## src/rtl/prefetch_ctrl_if.sv

```systemverilog
// Bus bundle between the prefetch controller, instruction memory and realign buffer.
// The master modport is the controller's view; slave is the memory/buffer side.
interface prefetch_ctrl_if #(
  parameter int RISCV_ADDR_WIDTH = 32,
  parameter int RISCV_WORD_WIDTH = 32
) ();

  // instruction memory side
  logic                        imem_req_o;
  logic [RISCV_ADDR_WIDTH-1:0] imem_addr_o;
  logic                        imem_gnt_i;
  logic                        imem_rvalid_i;
  logic [RISCV_WORD_WIDTH-1:0] imem_rdata_i;

  // realign buffer side
  logic                        buf_clear_o;
  logic                        buf_read_offset_o;
  logic                        buf_write_en_o;
  logic [RISCV_WORD_WIDTH-1:0] buf_instr_o;
  logic [RISCV_ADDR_WIDTH-1:0] buf_addr_o;
  logic                        buf_full_i;

  modport master (
    output imem_req_o, imem_addr_o,
    input  imem_gnt_i, imem_rvalid_i, imem_rdata_i,
    output buf_clear_o, buf_read_offset_o, buf_write_en_o, buf_instr_o, buf_addr_o,
    input  buf_full_i
  );

  modport slave (
    input  imem_req_o, imem_addr_o,
    output imem_gnt_i, imem_rvalid_i, imem_rdata_i,
    input  buf_clear_o, buf_read_offset_o, buf_write_en_o, buf_instr_o, buf_addr_o,
    output buf_full_i
  );

endinterface

```

## src/rtl/prefetch_ctrl.sv

```systemverilog
// Instruction prefetch controller: issues word-aligned fetches, tracks in-flight
// responses, drops stale ones after a redirect and queues returned words in a
// small FIFO so that nothing granted is lost while the realign buffer is full.
module prefetch_ctrl #(
  parameter int DEPTH            = 2,
  parameter int RISCV_ADDR_WIDTH = 32,
  parameter int RISCV_WORD_WIDTH = 32
) (
  input  logic                        clk,
  input  logic                        rst_n,
  input  logic                        fetch_enable_i,
  input  logic [RISCV_ADDR_WIDTH-1:0] boot_addr_i,
  input  logic                        redirect_i,
  input  logic [RISCV_ADDR_WIDTH-1:0] redirect_addr_i,
  prefetch_ctrl_if.master             bus,
  output logic                        busy_o
);

  localparam int AW     = RISCV_ADDR_WIDTH;
  localparam int WW     = RISCV_WORD_WIDTH;
  localparam int PTR_W  = (DEPTH > 2) ? 2 : 1;
  localparam int CNT_W  = 3;
  // discard only grows by redirects racing a slow memory; 8 bits is ample headroom
  localparam int DISC_W = 8;

  typedef enum logic [1:0] {
    S_IDLE = 2'd0,
    S_RUN  = 2'd1,
    S_HALT = 2'd2
  } state_e;

  state_e            state_q, state_d;
  logic [AW-1:0]     fetch_addr_q, fetch_addr_d;
  logic              req_q, req_d;
  logic [AW-1:0]     addr_q, addr_d;
  logic              stale_q, stale_d;
  logic [CNT_W-1:0]  out_q, out_d;
  logic [DISC_W-1:0] disc_q, disc_d;
  logic [CNT_W-1:0]  cnt_q, cnt_d;
  logic [PTR_W-1:0]  wr_ptr_q, wr_ptr_d;
  logic [PTR_W-1:0]  rd_ptr_q, rd_ptr_d;
  logic [AW-1:0]     resp_addr_q, resp_addr_d;
  logic [WW-1:0]     mem_data_q [DEPTH];
  logic [WW-1:0]     mem_data_d [DEPTH];
  logic [AW-1:0]     mem_addr_q [DEPTH];
  logic [AW-1:0]     mem_addr_d [DEPTH];
  logic              busy_q, busy_d;

  logic              start_s, redir_s, grant_s, rvalid_s, push_s, pop_s, clear_s;
  logic [3:0]        credit_sum_s;
  logic [AW-1:0]     boot_word_s, redir_word_s;
  logic              unused_s;

  // bit 0 of both addresses carries no meaning (halfword granularity)
  assign unused_s = ^{boot_addr_i[0], redirect_addr_i[0]};

  // FIFO pointer advance with wrap for non-power-of-two depths
  function automatic logic [PTR_W-1:0] ptr_inc(input logic [PTR_W-1:0] p);
    return (p == PTR_W'(DEPTH - 1)) ? {PTR_W{1'b0}} : p + 1'b1;
  endfunction

  // decode of this cycle's events; a redirect together with start overrides the boot address
  always_comb begin
    boot_word_s  = {boot_addr_i[AW-1:2], 2'b00};
    redir_word_s = {redirect_addr_i[AW-1:2], 2'b00};
    start_s      = (state_q == S_IDLE) && fetch_enable_i;
    redir_s      = redirect_i && ((state_q != S_IDLE) || fetch_enable_i);
    clear_s      = start_s || redir_s;
    grant_s      = req_q && bus.imem_gnt_i;
    rvalid_s     = bus.imem_rvalid_i;
    push_s       = rvalid_s && !redir_s && (disc_q == {DISC_W{1'b0}});
    pop_s        = (cnt_q != {CNT_W{1'b0}}) && !bus.buf_full_i && !clear_s;
  end

  // buffer-facing outputs are combinational so clear/offset land in the redirect cycle
  always_comb begin
    bus.buf_clear_o       = clear_s;
    bus.buf_write_en_o    = pop_s;
    bus.buf_instr_o       = mem_data_q[rd_ptr_q];
    bus.buf_addr_o        = mem_addr_q[rd_ptr_q];
    if (redir_s) begin
      bus.buf_read_offset_o = redirect_addr_i[1];
    end else if (start_s) begin
      bus.buf_read_offset_o = boot_addr_i[1];
    end else begin
      bus.buf_read_offset_o = 1'b0;
    end
  end

  // run-state sequencing: IDLE leaves once, RUN/HALT follow fetch_enable_i
  always_comb begin
    state_d = state_q;
    case (state_q)
      S_IDLE:  state_d = fetch_enable_i ? S_RUN : S_IDLE;
      S_RUN:   state_d = fetch_enable_i ? S_RUN : S_HALT;
      S_HALT:  state_d = fetch_enable_i ? S_RUN : S_HALT;
      default: state_d = S_IDLE;
    endcase
  end

  // in-flight bookkeeping; a redirect turns every live response into one to discard
  always_comb begin
    out_d   = out_q;
    disc_d  = disc_q;
    stale_d = stale_q;
    if (redir_s) begin
      disc_d  = disc_q + DISC_W'(out_q) + DISC_W'(grant_s) - DISC_W'(rvalid_s);
      out_d   = {CNT_W{1'b0}};
      stale_d = req_q && !bus.imem_gnt_i;
    end else begin
      disc_d  = disc_q + DISC_W'(grant_s && stale_q)
                       - DISC_W'(rvalid_s && (disc_q != {DISC_W{1'b0}}));
      out_d   = out_q + CNT_W'(grant_s && !stale_q)
                      - CNT_W'(rvalid_s && (disc_q == {DISC_W{1'b0}}));
      stale_d = stale_q && !grant_s;
    end
  end

  // response FIFO; resp_addr tracks the word address of the next live response
  always_comb begin
    mem_data_d  = mem_data_q;
    mem_addr_d  = mem_addr_q;
    wr_ptr_d    = wr_ptr_q;
    rd_ptr_d    = rd_ptr_q;
    cnt_d       = cnt_q;
    resp_addr_d = resp_addr_q;
    if (clear_s) begin
      wr_ptr_d    = {PTR_W{1'b0}};
      rd_ptr_d    = {PTR_W{1'b0}};
      cnt_d       = {CNT_W{1'b0}};
      resp_addr_d = redir_s ? redir_word_s : boot_word_s;
    end else begin
      if (push_s) begin
        mem_data_d[wr_ptr_q] = bus.imem_rdata_i;
        mem_addr_d[wr_ptr_q] = resp_addr_q;
        wr_ptr_d             = ptr_inc(wr_ptr_q);
        resp_addr_d          = resp_addr_q + AW'(32'd4);
      end else begin
        wr_ptr_d = wr_ptr_q;
      end
      if (pop_s) begin
        rd_ptr_d = ptr_inc(rd_ptr_q);
      end else begin
        rd_ptr_d = rd_ptr_q;
      end
      cnt_d = cnt_q + CNT_W'(push_s) - CNT_W'(pop_s);
    end
  end

  // fetch address and request issue; a held request keeps its address across redirects
  always_comb begin
    fetch_addr_d = fetch_addr_q;
    req_d        = 1'b0;
    addr_d       = addr_q;
    credit_sum_s = 4'(out_d) + 4'(cnt_d);
    if (redir_s) begin
      fetch_addr_d = redir_word_s;
    end else if (start_s) begin
      fetch_addr_d = boot_word_s;
    end else if (grant_s && !stale_q) begin
      fetch_addr_d = fetch_addr_q + AW'(32'd4);
    end else begin
      fetch_addr_d = fetch_addr_q;
    end
    if (req_q && !bus.imem_gnt_i) begin
      req_d  = 1'b1;
      addr_d = addr_q;
    end else if ((state_d == S_RUN) && (credit_sum_s < 4'(DEPTH))) begin
      req_d  = 1'b1;
      addr_d = fetch_addr_d;
    end else begin
      req_d  = 1'b0;
      addr_d = addr_q;
    end
    busy_d = req_d || stale_d || (out_d != {CNT_W{1'b0}}) ||
             (disc_d != {DISC_W{1'b0}}) || (cnt_d != {CNT_W{1'b0}});
  end

  assign bus.imem_req_o  = req_q;
  assign bus.imem_addr_o = addr_q;
  assign busy_o          = busy_q;

  // state registers, all cleared immediately by reset
  always_ff @(posedge clk or negedge rst_n) begin
    if (!rst_n) begin
      state_q      <= S_IDLE;
      fetch_addr_q <= {AW{1'b0}};
      req_q        <= 1'b0;
      addr_q       <= {AW{1'b0}};
      stale_q      <= 1'b0;
      out_q        <= {CNT_W{1'b0}};
      disc_q       <= {DISC_W{1'b0}};
      cnt_q        <= {CNT_W{1'b0}};
      wr_ptr_q     <= {PTR_W{1'b0}};
      rd_ptr_q     <= {PTR_W{1'b0}};
      resp_addr_q  <= {AW{1'b0}};
      busy_q       <= 1'b0;
      for (int i = 0; i < DEPTH; i++) begin
        mem_data_q[i] <= {WW{1'b0}};
        mem_addr_q[i] <= {AW{1'b0}};
      end
    end else begin
      state_q      <= state_d;
      fetch_addr_q <= fetch_addr_d;
      req_q        <= req_d;
      addr_q       <= addr_d;
      stale_q      <= stale_d;
      out_q        <= out_d;
      disc_q       <= disc_d;
      cnt_q        <= cnt_d;
      wr_ptr_q     <= wr_ptr_d;
      rd_ptr_q     <= rd_ptr_d;
      resp_addr_q  <= resp_addr_d;
      busy_q       <= busy_d;
      for (int i = 0; i < DEPTH; i++) begin
        mem_data_q[i] <= mem_data_d[i];
        mem_addr_q[i] <= mem_addr_d[i];
      end
    end
  end

endmodule

```

## src/flat_wrapper.sv

```systemverilog
// flat-port wrapper written by rule: the top's interface ports become plain ports
module prefetch_ctrl_flat 
#(
  parameter int DEPTH            = 2,
  parameter int RISCV_ADDR_WIDTH = 32,
  parameter int RISCV_WORD_WIDTH = 32
)
  (clk, rst_n, fetch_enable_i, boot_addr_i, redirect_i, redirect_addr_i, busy_o, bus_imem_req_o, bus_imem_addr_o, bus_imem_gnt_i, bus_imem_rvalid_i, bus_imem_rdata_i, bus_buf_clear_o, bus_buf_read_offset_o, bus_buf_write_en_o, bus_buf_instr_o, bus_buf_addr_o, bus_buf_full_i);
  prefetch_ctrl_if #(.RISCV_ADDR_WIDTH(RISCV_ADDR_WIDTH), .RISCV_WORD_WIDTH(RISCV_WORD_WIDTH)) bus_i ();
  input  logic clk;
  input  logic rst_n;
  input  logic fetch_enable_i;
  input  logic [RISCV_ADDR_WIDTH-1:0] boot_addr_i;
  input  logic redirect_i;
  input  logic [RISCV_ADDR_WIDTH-1:0] redirect_addr_i;
  output logic busy_o;
  output wire logic [$bits(bus_i.imem_req_o)-1:0] bus_imem_req_o;
  output wire logic [$bits(bus_i.imem_addr_o)-1:0] bus_imem_addr_o;
  input wire logic [$bits(bus_i.imem_gnt_i)-1:0] bus_imem_gnt_i;
  input wire logic [$bits(bus_i.imem_rvalid_i)-1:0] bus_imem_rvalid_i;
  input wire logic [$bits(bus_i.imem_rdata_i)-1:0] bus_imem_rdata_i;
  output wire logic [$bits(bus_i.buf_clear_o)-1:0] bus_buf_clear_o;
  output wire logic [$bits(bus_i.buf_read_offset_o)-1:0] bus_buf_read_offset_o;
  output wire logic [$bits(bus_i.buf_write_en_o)-1:0] bus_buf_write_en_o;
  output wire logic [$bits(bus_i.buf_instr_o)-1:0] bus_buf_instr_o;
  output wire logic [$bits(bus_i.buf_addr_o)-1:0] bus_buf_addr_o;
  input wire logic [$bits(bus_i.buf_full_i)-1:0] bus_buf_full_i;
  assign bus_imem_req_o = bus_i.imem_req_o;
  assign bus_imem_addr_o = bus_i.imem_addr_o;
  assign bus_i.imem_gnt_i = bus_imem_gnt_i;
  assign bus_i.imem_rvalid_i = bus_imem_rvalid_i;
  assign bus_i.imem_rdata_i = bus_imem_rdata_i;
  assign bus_buf_clear_o = bus_i.buf_clear_o;
  assign bus_buf_read_offset_o = bus_i.buf_read_offset_o;
  assign bus_buf_write_en_o = bus_i.buf_write_en_o;
  assign bus_buf_instr_o = bus_i.buf_instr_o;
  assign bus_buf_addr_o = bus_i.buf_addr_o;
  assign bus_i.buf_full_i = bus_buf_full_i;
  prefetch_ctrl #(.DEPTH(DEPTH), .RISCV_ADDR_WIDTH(RISCV_ADDR_WIDTH), .RISCV_WORD_WIDTH(RISCV_WORD_WIDTH)) u_core (.clk(clk), .rst_n(rst_n), .fetch_enable_i(fetch_enable_i), .boot_addr_i(boot_addr_i), .redirect_i(redirect_i), .redirect_addr_i(redirect_addr_i), .bus(bus_i), .busy_o(busy_o));
endmodule
```

## config.mk

```make
export PLATFORM = sky130hd
export DESIGN_NAME = prefetch_ctrl_flat
export DESIGN_NICKNAME = d
export VERILOG_FILES = /design/src/rtl/prefetch_ctrl_if.sv /design/src/rtl/prefetch_ctrl.sv /design/src/flat_wrapper.sv
export SDC_FILE = /design/constraint.sdc
export NUM_CORES = 1
export LEC_CHECK = 0
export CAP_MARGIN = 20
export CORE_MARGIN = 2
export CORE_UTILIZATION = 52
export DETAILED_ROUTE_END_ITERATION = 8
export PLACE_DENSITY_LB_ADDON = 0.15
export SYNTH_ARGS = -nofsm -noshare
export SYNTH_HDL_FRONTEND = slang
export SYNTH_SLANG_ARGS = --single-unit
```

## constraint.sdc

```tcl
create_clock -name clk -period 6.7 [get_ports clk]
set_input_delay 2.01 -clock clk [delete_from_list [all_inputs] [get_ports clk]]
set_output_delay 2.01 -clock clk [all_outputs]
set_load 0.005 [all_outputs]
```

== Word-level counts from Yosys, hierarchy flattened ==
Index checks and enable logic that the tools add are counted.

* Flip-flop bits (word level): 245
* Input port bits: 103

* $add $sub $neg: 14
* Magnitude comparators: 4
* Eq/ne operators: 3
* Multiplexer cells: 33
* Bitwise gates (word level): 4
* Reductions and logical operators: 40

{| class="wikitable"
|+ Operator list
! cell !! count
|-
| $mux W32 || 13
|-
| $bwmux W64 || 2
|-
| $add A32 B3 Y32 const B || 2
|-
| $demux W32 S1 || 1
|-
| $add A8 B1 Y8 || 2
|-
| $reduce_bool A8 Y1 || 2
|-
| $sub A8 B1 Y8 || 2
|-
| $logic_and A1 B1 Y1 || 15
|-
| $mux W1 || 12
|-
| $reduce_bool A3 Y1 || 3
|-
| $add A8 B3 Y8 || 1
|-
| $logic_not A8 Y1 || 1
|-
| $mux W8 || 1
|-
| $add A3 B1 Y3 || 2
|-
| $logic_not A1 Y1 || 6
|-
| $logic_or A1 B1 Y1 || 6
|-
| $mux W3 || 2
|-
| $reduce_bool A2 Y1 || 3
|-
| $sub A3 B1 Y3 || 2
|-
| $add A3 B3 Y4 || 1
|-
| $eq A2 B1 Y1 const B || 2
|-
| $ge A2 B2 Y1 const B || 2
|-
| $lt A4 B2 Y1 const B || 1
|-
| $not A1 Y2 || 2
|-
| 9 further kinds || 12
|}

== Depth between registers and ports, before layout ==
* Word-level depth: 18
* Gate-level depth with buffers: 24
* Gate-level depth less buffers: 19

== Worst setup path before layout ==
Ideal clock, no wire load.

* Kind: input port to flip-flop
* Start point: in redirect_i
* End point: reg u_core.addr_q[10] (netlist: u_core.bus.imem_addr_o[10])
* Library setup time: 125 ps
* Data arrival time: 6341 ps
* Path slack: 234 ps
* Stages on the path: 19
* Buffers on the path: 5
* Path through: inv_1 o21a_1 clkbuf_1 inv_1 clkbuf_1 clkbuf_1 nor3_1 ha_1 inv_1 ha_1 fa_1 and2_1 fa_1 or4_1 a211oi_1 and2_1 buf_2 buf_2 mux2_2

{| class="wikitable"
|+ RTL lines
! element !! RTL line !! RTL
|-
| from (decl) || flat_wrapper.sv:14 || <nowiki>input logic redirect_i;</nowiki>
|-
| $logic_and A1 B1 Y1 || prefetch_ctrl.sv:67 || <nowiki>redir_s = redirect_i && ((state_q != S_IDLE) || fetch_enable_i);</nowiki>
|-
| $logic_or A1 B1 Y1 || prefetch_ctrl.sv:68 || <nowiki>clear_s = start_s || redir_s;</nowiki>
|-
| $logic_not A1 Y1 || prefetch_ctrl.sv:72 || <nowiki>pop_s = (cnt_q != {CNT_W{1'b0}}) && !bus.buf_full_i && !clear_s;</nowiki>
|-
| $logic_and A1 B1 Y1 || prefetch_ctrl.sv:72 ||
|-
| via bus_buf_write_en_o || flat_wrapper.sv:24 || <nowiki>output wire logic [$bits(bus_i.buf_write_en_o)-1:0] bus_buf_write_en_o;</nowiki>
|-
| $sub A3 B1 Y3 || prefetch_ctrl.sv:146 || <nowiki>cnt_d = cnt_q + CNT_W'(push_s) - CNT_W'(pop_s);</nowiki>
|-
| $mux W3 || prefetch_ctrl.sv:127 || <nowiki>if (clear_s) begin</nowiki>
|-
| via u_core.cnt_d[1] || prefetch_ctrl.sv:39 || <nowiki>logic [CNT_W-1:0] cnt_q, cnt_d;</nowiki>
|-
| $add A3 B3 Y4 || prefetch_ctrl.sv:155 || <nowiki>credit_sum_s = 4'(out_d) + 4'(cnt_d);</nowiki>
|-
| $lt A4 B2 Y1 || prefetch_ctrl.sv:168 || <nowiki>end else if ((state_d == S_RUN) && (credit_sum_s < 4'(DEPTH))) begin</nowiki>
|-
| $logic_and A1 B1 Y1 || prefetch_ctrl.sv:168 ||
|-
| $reduce_and A2 Y1 (no source line) || -- ||
|-
| to (signal assigned) || prefetch_ctrl.sv:189 || <nowiki>addr_q <= {AW{1'b0}};</nowiki>
|-
| to (signal assigned) || prefetch_ctrl.sv:206 || <nowiki>addr_q <= addr_d;</nowiki>
|-
| to (decl) || prefetch_ctrl.sv:35 || <nowiki>logic [AW-1:0] addr_q, addr_d;</nowiki>
|}

The timed path passes the listed nets, and every way through them passes these cells.
A chain may end at the register's enable or synchronous reset.

== Final worst setup path ==
* Start point: in fetch_enable_i
* End point: reg u_core.addr_q[17] (netlist: u_core.bus.imem_addr_o[17])

* Word-level cells in the longest chain between the ends: 12

{| class="wikitable"
|+ RTL lines
! element !! RTL line !! RTL
|-
| from (decl) || flat_wrapper.sv:12 || <nowiki>input logic fetch_enable_i;</nowiki>
|-
| $logic_or A1 B1 Y1 || prefetch_ctrl.sv:67 ||
|-
| $logic_and A1 B1 Y1 || prefetch_ctrl.sv:67 ||
|-
| $logic_not A1 Y1 || prefetch_ctrl.sv:71 || <nowiki>push_s = rvalid_s && !redir_s && (disc_q == {DISC_W{1'b0}});</nowiki>
|-
| $logic_and A1 B1 Y1 (2 in a row) || prefetch_ctrl.sv:71 ||
|-
| $add A3 B1 Y3 || prefetch_ctrl.sv:146 ||
|-
| $sub A3 B1 Y3 || prefetch_ctrl.sv:146 ||
|-
| $mux W3 * || prefetch_ctrl.sv:127 ||
|-
| via u_core.cnt_d[1] || prefetch_ctrl.sv:39 ||
|-
| $add A3 B3 Y4 * || prefetch_ctrl.sv:155 ||
|-
| $lt A4 B2 Y1 * || prefetch_ctrl.sv:168 ||
|-
| $logic_and A1 B1 Y1 * || prefetch_ctrl.sv:168 ||
|-
| $reduce_and A2 Y1 (no source line) * || -- ||
|}

Mark *: on every way through the listed nets, which the timed path passes. The rest lies on a longest branch.

==> metrics <==
layout cells sized above 1=0.2283; Setup Buffers After CTS=0; clk buf depth=3; Final Hold Viols=0; fillcell total=between 1500 and 2000; clock slew at the register clock pins of the worst setup and hold paths=~60 ps; Worst setup SP type=primary input; Area after DPL=14590 um2; Top Layer Used=met5; Synth Warn #=0; total CTS buffers=27; sequential area share after synthesis=0.4876; post-CTS sizing=0; clk_lat worst skew=between 500 and 600 ps; Root Buffer=clkbuf_16; Die Y-Extent=157.6 um; DP HPWL=just over 20000 um; maximum clock frequency=between 150 and 200 MHz; die area=~25000 um2; first-pass iteration count of the detailed router=7; Vias=9089; DP Worst Slack=325.3 ps; RSZ-0062 raised after global routing=no; Top FF cell, synth=dfrtp_1; flops & latches, synth=approximately 240; fin worst setup slack=~810 ps; peak fanout along the critical path=33; leading cell types in the layout, fill and taps excluded=dfrtp_1 (238), mux2_2 (214), clkdlybuf4s50_1 (198); Max transition margin=0.3475; Initial Util=0.5257; Post-synth EDFFs=0; post-synth cell types=63; status=complete, no violations; Initial DRC Count=just under 600; I/O Buffers=a little under 200; clk_skew=12.42 ps; Via-to-Cell Ratio=5.656; Hold Crit Class=reg -> reg; largest net degree at the start of global routing=about 130; Logic pwr share=0.406; first-pass GRT wire length=46970 um; P_sw=approximately 2.3 mW; Final nets=between 1000 and 1500; internal power=slightly above 4 mW; CP Class=in -> reg; Clk pwr share=0.240; drt wl/cell=18.64 um; # diodes=0; DRC Markers=0; post-route cell area=15520 um2; Static Leakage=approximately 7 nW; post-synthesis average cell area=between 10 and 15 um2; Adder-Cell Fraction of Synth Area=0.03835; Sink Count=239; WL met2=around 13000 um; period utilization=0.8798; critical path data required time=a little over 7000 ps; Async SR Flop Fraction=1.000; mux share of post-synthesis cell area=0.2026; pwr dens=407.9 nW/um2; Final Max Tran Viols=0; vias in the first global route=8772; H-Tree Depth=1; max cap viols=0; Synth Area in Compound Gates=0.07905; io pins=between 200 and 250; Cell Rows=between 50 and 60; Post-Synth Simple-Gate Area=0.1172; synthesized instance count=1080; Post-CTS Hold Fix Bufs=0; Crit. End Element=flop; Synth-to-Final Area Change=26.50%; Sw Ratio=0.3556; Tightest Pin Transition=approximately 1000 ps; Synth Area in XOR/XNOR=0.03998; GP Congestion=approximately 0.88; largest family of logic cells by synthesized area=multiplexers; post-route ant nets=0; Mapped Area=between 10000 and 15000 um2; Final min period=around 5900 ps; maximum VDD drop=~320 uV; final wirelength=about 30000 um; Metal-1 WL=13840 um; chip width=approximately 160 um; CTS tree=done; Worst EP arrival=6300 ps; Congestion Overflow GR=0; Flop pwr share=0.355; initial antenna violation count=1; core area=23330 um2; Final Setup Violations=0; Met3 Wirelength=2058 um; GR Util All Layers=0.2383; setup TNS=0 ps; most common cell after layout, fill and taps aside=dfrtp_1
power by group through the flow:
stage / Combinational, mW / Clock, mW / Sequential [mW]
6_report: 2.57 / 1.52 / 2.24
5_1_grt: 2.82 / 1.62 / 2.30
4_1_cts: 2.56 / 1.54 / 2.24
3_5_place_dp: 2.53 / 0 / 2.25
3_3_place_gp: 2.49 / 0 / 2.25
2_1_floorplan: 1.73 / 0 / 2.12
registers in the layout, indices dropped and copies added (netlist names), 2 cells and up:
| signal | cells |
|---|---|
| u_core.bus.imem_addr_o | 32 |
| u_core.cnt_q | 3 |
| u_core.disc_q | 8 |
| u_core.fetch_addr_q | 32 |
| u_core.mem_addr_q | 60 |
| u_core.mem_data_q | 64 |
| u_core.out_q | 3 |
| u_core.resp_addr_q | 30 |
| u_core.state_q | 2 |
per-layer routing:
metal  up-vias  global-route usage
met5         -                   0
met4         2             0.07229
li1       4256                   -
met2       340              0.3649
met1      4440              0.3475
met3        51             0.04243
kinds of logic (layout without fill, tap and decap cells):
kind of cell	count (synthesis)	count (layout)
fa+ha+maj	34	34
xor+xnor	56	56
mux	221	221
buf+inv	105	312
simple gates	274	274
other cells	1	2
flops	239	239
compound gates	150	150
layout make-up:
type / count / area (um2) / share of cell area
repair buffers: 217 / 2157 / 0.1390
multi-input cells: 737 / 5883 / 0.3791
inverters: 46 / 172.7 / 0.01113
flip-flops and latches: 239 / 5982 / 0.3855
well taps: 319 / 399.1 / 0.02572
clock inverters: 15 / 191.4 / 0.01234
clock buffers: 34 / 732.0 / 0.04717
per-stage QoR:
step	hold WS, ps	std cells	power (mW)	util
2_1_floorplan	444.4	1081	3.842	-
6_report	479.8	1607	6.329	0.6651
3_5_place_dp	467.5	1558	4.788	0.6255
4_1_cts	482.2	1607	6.345	0.6651
3_3_place_gp	459.2	1558	4.733	0.6255
5_1_grt	510.6	1607	6.745	0.6651
path summary, 6_finish.rpt:
kind | from | end | slack [ps] | cells after the start
setup / recovery | fetch_enable_i | u_core.bus.imem_addr_o[17]$_DFFE_PN0P_ | 810 | 16
hold / removal | u_core.mem_addr_q[25]$_DFFE_PN0P_ | u_core.mem_addr_q[25]$_DFFE_PN0P_ | 480 | 2
setup reg to reg | u_core.state_q[0]$_DFF_PN0_ | u_core.bus.imem_addr_o[17]$_DFFE_PN0P_ | 2130 | 17
hold reg to reg | u_core.mem_addr_q[25]$_DFFE_PN0P_ | u_core.mem_addr_q[25]$_DFFE_PN0P_ | 480 | 2
max in group asynchronous | rst_n | u_core.bus.imem_addr_o[1]$_DFFE_PN0P_ | 3980 | 2
min in group asynchronous | rst_n | u_core.mem_data_q[2]$_DFFE_PN0P_ | 1530 | 1
synthesized netlist by cell type, drive strengths merged (6+ instances only):
master  number  area (um2)
a211oi      17       127.6
mux2i        6       60.06
buf         23       121.4
o21ai       34       170.2
a21oi       41       205.2
inv         46       172.7
dfrtp      239        5981
nor4        13       81.33
or3          7       43.79
xor2        20       175.2
nand2       78       292.8
clkbuf      36       135.1
fa           6       120.1
and2         9       56.30
xnor2       36       315.3
and3        33       206.5
a21o         7       52.55
ha          28       350.3
nor3        22       126.4
nand4       18       112.6
o211ai       6       45.04
mux2       215        2425
nor2        38       150.1
nand3       22       110.1
nor2b        7       43.79
a31oi       15       93.84
worst max-delay path: stages:
cell and delay (ps):
clkdlybuf4s50_1 480, nand2_1 90, o21a_1 140, inv_1 60, nor3_1 320, ha_1 300, inv_1 60, ha_1 150
fa_1 430, and2_1 210, fa_1 480, or4_1 520, a211oi_1 210, and2_1 230, buf_12 220, mux2_2 370
Note: power is estimated with default switching activity, not from simulation.
